[config.mk]
export PLATFORM = sky130hd
export DESIGN_NAME = servo_ontime_ramp
export DESIGN_NICKNAME = d
export VERILOG_FILES = /design/src/rtl/servo_pkg.sv /design/src/rtl/frame_tick_gen.sv /design/src/rtl/servo_ontime_ramp.sv
export SDC_FILE = /design/constraint.sdc
export NUM_CORES = 1
export LEC_CHECK = 0
export BUFFER_PORTS_ARGS = -buffer_cell sky130_fd_sc_hd__buf_2
export CAP_MARGIN = 25
export CORE_MARGIN = 4
export CORE_UTILIZATION = 60
export CTS_BUF_LIST = sky130_fd_sc_hd__clkbuf_2 sky130_fd_sc_hd__clkbuf_4 sky130_fd_sc_hd__clkbuf_8
export CTS_CLUSTER_SIZE = 20
export DETAILED_ROUTE_END_ITERATION = 16
export PLACE_DENSITY = 0.88
export SKIP_LAST_GASP = 1
export SYNTH_ARGS = -nofsm -noshare
export SYNTH_HDL_FRONTEND = slang
export SYNTH_SLANG_ARGS = --single-unit
[constraint.sdc]
create_clock -name clk -period 2.2 [get_ports clk]
set_input_delay 0.22 -clock clk [delete_from_list [all_inputs] [get_ports clk]]
set_output_delay 0.22 -clock clk [all_outputs]
set_load 0.01 [all_outputs]
[src/rtl/servo_pkg.sv]
// Shared servo channel definitions: state encoding, default timing constants and angle conversion.
// Also used by the PWM generator and the other joint channels.
package servo_pkg;

  localparam int unsigned ONTIME_W    = 28;
  localparam int unsigned ANGLE_W     = 8;
  localparam int unsigned CNT_MIN     = 100000;
  localparam int unsigned CNT_PER_DEG = 555;
  localparam int unsigned ANGLE_MAX   = 180;
  localparam int unsigned FRAME_CNT   = 2000000;
  localparam int unsigned RAMP_STEP   = 5550;

  typedef logic [ONTIME_W-1:0] ontime_t;
  typedef logic [ANGLE_W-1:0]  angle_t;

  typedef enum logic [1:0] {
    IDLE = 2'd0,
    CALC = 2'd1,
    RAMP = 2'd2,
    HOLD = 2'd3
  } servo_state_e;

  // Clamp the requested angle and convert it to an on-time count.
  function automatic ontime_t angle_to_count(input angle_t angle, input angle_t angle_max,
                                             input ontime_t cnt_min, input ontime_t per_deg);
    angle_t a;
    if (angle > angle_max) begin
      a = angle_max;
    end else begin
      a = angle;
    end
    return cnt_min + (ontime_t'(a) * per_deg);
  endfunction

endpackage

[src/rtl/frame_tick_gen.sv]
// Free-running wrap counter 0..PERIOD-1 emitting a one-cycle tick on the last count.
// Reusable per joint channel.
module frame_tick_gen #(
  parameter int unsigned PERIOD = 2000000
) (
  input  logic clk,
  input  logic rst,
  output logic tick
);

  localparam int unsigned CW = (PERIOD > 1) ? $clog2(PERIOD) : 1;
  localparam logic [CW-1:0] LAST_C = CW'(PERIOD - 1);
  localparam logic [CW-1:0] ONE_C  = CW'(1);

  logic [CW-1:0] cnt_r;

  // Frame counter, wraps after the last count
  always_ff @(posedge clk or posedge rst) begin
    if (rst) begin
      cnt_r <= '0;
    end else if (cnt_r == LAST_C) begin
      cnt_r <= '0;
    end else begin
      cnt_r <= cnt_r + ONE_C;
    end
  end

  assign tick = (cnt_r == LAST_C);

endmodule

[src/rtl/servo_ontime_ramp.sv]
// Converts a commanded joint angle into a PWM on-time count and slews the driven on-time toward it.
// Build option SERVO_RAMP_EN: defined = per-frame slew limit; undefined = target loaded directly.
module servo_ontime_ramp #(
  parameter int unsigned CNT_MIN     = servo_pkg::CNT_MIN,
  parameter int unsigned CNT_PER_DEG = servo_pkg::CNT_PER_DEG,
  parameter int unsigned ANGLE_MAX   = servo_pkg::ANGLE_MAX,
  parameter int unsigned FRAME_CNT   = servo_pkg::FRAME_CNT,
  parameter int unsigned RAMP_STEP   = servo_pkg::RAMP_STEP
) (
  input  logic        clk,
  input  logic        rst,
  input  logic        cmd_valid,
  output logic        cmd_ready,
  input  logic [7:0]  cmd_angle,
  output logic [27:0] ontime,
  output logic        busy,
  output logic        clamp_err
);

  import servo_pkg::*;

  localparam angle_t  AMAX_C = ANGLE_W'(ANGLE_MAX);
  localparam ontime_t CMIN_C = ONTIME_W'(CNT_MIN);
  localparam ontime_t PDEG_C = ONTIME_W'(CNT_PER_DEG);

  servo_state_e state_r, state_s;
  ontime_t      target_r, ontime_r, ontime_s;
  logic         busy_r, clamp_err_r, ready_r;
  logic         xfer_s;

  assign xfer_s = cmd_valid & ready_r;

`ifdef SERVO_RAMP_EN
  localparam ontime_t STEP_C = ONTIME_W'(RAMP_STEP);

  logic    tick_s;
  ontime_t diff_s, ramp_s;

  frame_tick_gen #(.PERIOD(FRAME_CNT)) u_frame_tick (
    .clk  (clk),
    .rst  (rst),
    .tick (tick_s)
  );

  // One slew step toward the target, landing exactly on it when within reach
  always_comb begin
    diff_s = '0;
    ramp_s = ontime_r;
    if (target_r >= ontime_r) begin
      diff_s = target_r - ontime_r;
      if (diff_s <= STEP_C) begin
        ramp_s = target_r;
      end else begin
        ramp_s = ontime_r + STEP_C;
      end
    end else begin
      diff_s = ontime_r - target_r;
      if (diff_s <= STEP_C) begin
        ramp_s = target_r;
      end else begin
        ramp_s = ontime_r - STEP_C;
      end
    end
  end
`endif

  // Next state and next on-time
  always_comb begin
    state_s  = state_r;
    ontime_s = ontime_r;
    case (state_r)
      IDLE: begin
        if (xfer_s) state_s = CALC;
        else        state_s = IDLE;
      end
      CALC: begin
`ifdef SERVO_RAMP_EN
        // A limp servo jumps straight to its first target; ticks are ignored here
        if (ontime_r == '0) begin
          ontime_s = target_r;
          state_s  = HOLD;
        end else if (ontime_r != target_r) begin
          state_s  = RAMP;
        end else begin
          state_s  = HOLD;
        end
`else
        ontime_s = target_r;
        state_s  = HOLD;
`endif
      end
      RAMP: begin
`ifdef SERVO_RAMP_EN
        if (tick_s) ontime_s = ramp_s;
        else        ontime_s = ontime_r;
        if (xfer_s)                    state_s = CALC;
        else if (ontime_s == target_r) state_s = HOLD;
        else                           state_s = RAMP;
`else
        state_s = HOLD;
`endif
      end
      HOLD: begin
        if (xfer_s) state_s = CALC;
        else        state_s = HOLD;
      end
      default: begin
        state_s  = IDLE;
        ontime_s = '0;
      end
    endcase
  end

  // State, target and registered outputs
  always_ff @(posedge clk or posedge rst) begin
    if (rst) begin
      state_r     <= IDLE;
      ontime_r    <= '0;
      target_r    <= '0;
      busy_r      <= 1'b0;
      clamp_err_r <= 1'b0;
      ready_r     <= 1'b0;
    end else begin
      state_r     <= state_s;
      ontime_r    <= ontime_s;
      if (xfer_s) begin
        target_r  <= angle_to_count(cmd_angle, AMAX_C, CMIN_C, PDEG_C);
      end
      clamp_err_r <= xfer_s & (cmd_angle > AMAX_C);
      busy_r      <= (state_s == CALC) || (state_s == RAMP);
      ready_r     <= (state_s != CALC);
    end
  end

  assign cmd_ready = ready_r;
  assign ontime    = ontime_r;
  assign busy      = busy_r;
  assign clamp_err = clamp_err_r;

endmodule

==> flow_metrics.tcl <==
set metrics [dict create \
    outcome "finished with violations" \
    violations "setup timing" \
    comb_power_share 0.604 \
    fmax_ghz 0.265 \
    post-route-util 0.837 \
    firstDrtPassIters 6 \
    p_sw_mw 2.20 \
    pwr_density_cell_nw_per_um2 1250 \
    vias 2993 \
    crit_arrival_ns 4.00 \
    synth_cells 314 \
    synthDistinctLibCells 41 \
    ys_seq_elements 43 \
    period_minus_slack_ns 3.77 \
    rsz0062_at_grt "true" \
    path_clk_slew_ns 0.09 \
    routed_wl_um 9910 \
    nFillCells 245 \
    worst_slew_pin_slew_ns 0.771 \
    ys_top_cells_by_area "dfrtp_1 (34%), ha_1 (18%), fa_1 (8.3%)" \
    start_util 0.618 \
    syn_area_um2 3140 \
    p_int_mw 3.12 \
    crit_type "in2reg" \
    drc 0 \
    cp-start-kind "input port" \
    synth.avg_cell_area_um2 9.99 \
    cp-end-kind "flip-flop" \
    syn2layout_area_growth_pct 35.3 \
    port_buffers 32 \
    root_buffer "clkbuf_8" \
    cts_num_sinks 43 \
    final_cell_area_um2 4250 \
    crit_required_ns 2.43 \
    seqPwrFrac 0.256 \
    drive_above_1_share 0.424 \
    antenna_left 0 \
    diodes 0 \
    final.period_utilization 1.71 \
    max-cap-violations 0 \
    yosysMostFrequentCell "ha_1" \
    h-tree-depth 2 \
    nets 471 \
    slew_headroom 0.484 \
    slew_violations 0 \
    gp_congestion 0.921 \
    ff_latch_area_um2 1080 \
    ir_drop_v 0.000642 \
    dominantRegCellSynth "dfrtp_1" \
    finalSetupViolCount 13 \
    drt_iter0_drc 334 \
    overflow 0 \
    min_path_type "in2async" \
    synth_edf_count 0 \
    synth_seq_area_share 0.343 \
    clk_path_buf_depth 2 \
    core_um2 5070 \
    yosysTopAreaCell "dfrtp_1" \
    grt_pass1_wl_um 14800 \
    dpl.hpwl_um 5570 \
    fin_skew_ns 0.0128 \
    yosys_warnings 0 \
    die-area_um2 6450 \
    die_x_um 80.3 \
    worst_slack_ns -1.57 \
    yosys.area.top_type_share 0.343 \
    p_leak_nw 2.12 \
    setup_tns_ns -17.42 \
    antenna_found_initial 0 \
    fp-row-count 26 \
    pwr-share-clk 0.141 \
    cts_tree "built" \
    final-hold-violation-count 0 \
    die_h_um 80.3 \
    multi_input_area_um2 2160 \
    cts_made_buffers 5 \
    grt_usage 0.305 \
    post_drt_wl_per_cell_um 20.9 \
    grt_pass1_vias 2991 \
    synthArstFlopShare 1.00 \
    crit_fanout 6 \
    pin_count 42 \
    grt_start_max_net_pins 44 \
    netlist_top_cells_count "ha_1 (45), dfrtp_1 (43), inv_1 (33), nand2_1 (33)" \
    placed_area_um2 3780 \
    insertion_delay_ns 0.31 \
    sw_frac_of_total 0.413 \
    via_per_inst 6.33 \
]
[metrics by stage]
| step | power, mW | worst slack [ns] | std cells | hold slack (ns) |
|---|---|---|---|---|
| after global placement | 3.66 | -1.72 | 457 | 0.369 |
| after global routing | 5.60 | -1.63 | 473 | 0.0853 |
| after detailed placement | 3.84 | -1.82 | 457 | 0.377 |
| after floorplan | 2.89 | -1.61 | 322 | 0.371 |
| after CTS | 4.85 | -1.41 | 470 | 0.0602 |
| final | 5.32 | -1.57 | 473 | 0.0299 |
[power by group through the flow]
stage                     clock network [mW]  registers (mW)  logic [mW]
after detailed placement                   0            1.35        2.49
after floorplan                            0            1.39        1.51
after CTS                              0.733            1.33        2.78
after global routing                   0.795            1.40        3.41
final                                  0.750            1.36        3.21
after global placement                     0            1.31        2.35
[layer usage]
| layer | global-route usage | vias up | wire [µm] |
|---|---|---|---|
| li1 | - | 1223 | - |
| met1 | 0.369 | 1443 | 3610 |
| met2 | 0.512 | 251 | 4680 |
| met3 | 0.0437 | 76 | 863 |
| met4 | 0.179 | 0 | 755 |
| met5 | 0 | - | 0 |
[worst paths after layout]
check	start	to	slack, ns	cells after the start
hold / removal	rst	ontime[3]	0.03	3
min in group clk	cmd_angle[0]	target_r[0]	0.27	3
setup reg to reg	cmd_ready	target_r[17]	0.39	4
max in group asynchronous	rst	target_r[12]	1.80	3
hold reg to reg	target_r[2]	target_r[2]	0.50	2
setup / recovery	cmd_angle[0]	target_r[14]	-1.57	18
[timing repair]
action                     in CTS  in global routing
gates cloned                    0                  0
hold buffers                    0                  0
gates resized for setup        24                 30
pin swaps                      21                 17
setup endpoints to repair      14                 14
setup buffers                   5                  3
[registers in the layout (all words and copies together) (netlist names)]
signal	cells
ontime	19
state_r	2
target_r	19
busy	1
clamp_err	1
cmd_ready	1
[worst max-delay path, cell delays in order]
cell and delay [ns]:
buf_8 0.10, o21ai_4 0.13, a21oi_2 0.07, o21ai_2 0.16, buf_6 0.14, and2_4 0.16
ha_4 0.12, inv_2 0.04, fa_1 0.53, fa_1 0.45, fa_1 0.55, inv_2 0.06
ha_4 0.23, a211oi_4 0.29, o211a_1 0.27, buf_4 0.15, o2111ai_2 0.14, nand3_1 0.15
[cells by family after synthesis]
| logic type | share of synthesized area |
|---|---|
| simple gates | 0.124 |
| fa+ha+maj | 0.262 |
| buf+inv | 0.0778 |
| compound gates | 0.106 |
| flops | 0.343 |
| mux | 0.0714 |
| xor+xnor | 0.0140 |
| other cells | 0.00120 |
[cell usage in the layout (no fill, tap or decap), types with 3 or more instances in the layout]
master    netlist  layout
o21ai_0        19       7
a21oi_1        13       9
nor4b_1         3       3
ha_1           45      27
o21ai_2         0       3
o21ai_1         0       7
dfrtp_1        43      43
inv_1          33      29
o211ai_1        5       5
clkbuf_8        0       5
conb_1          1       9
ha_2            0       5
ha_4            0      13
buf_4           9      62
nor2_1          9       9
and2_1          7       4
nand2_1        33      30
buf_6           0       3
a21o_1          3       3
a21oi_2         0       3
mux2_2         19      19
nand2b_1        7       6
nand3_1         7       6
inv_2           0       4
fa_1           13      12
nand2_2         0       3
buf_2           2      29
[layout make-up]
class	instances	area share
Tap cell	70	0.0206
Inverter	33	0.0292
Multi-Input combinational cell	224	0.509
Clock buffer	6	0.0180
Clock inverter	2	0.0141
Timing Repair Buffer	95	0.155
Sequential cell	43	0.253
No activity file was read; power rests on OpenSTA's default activity.
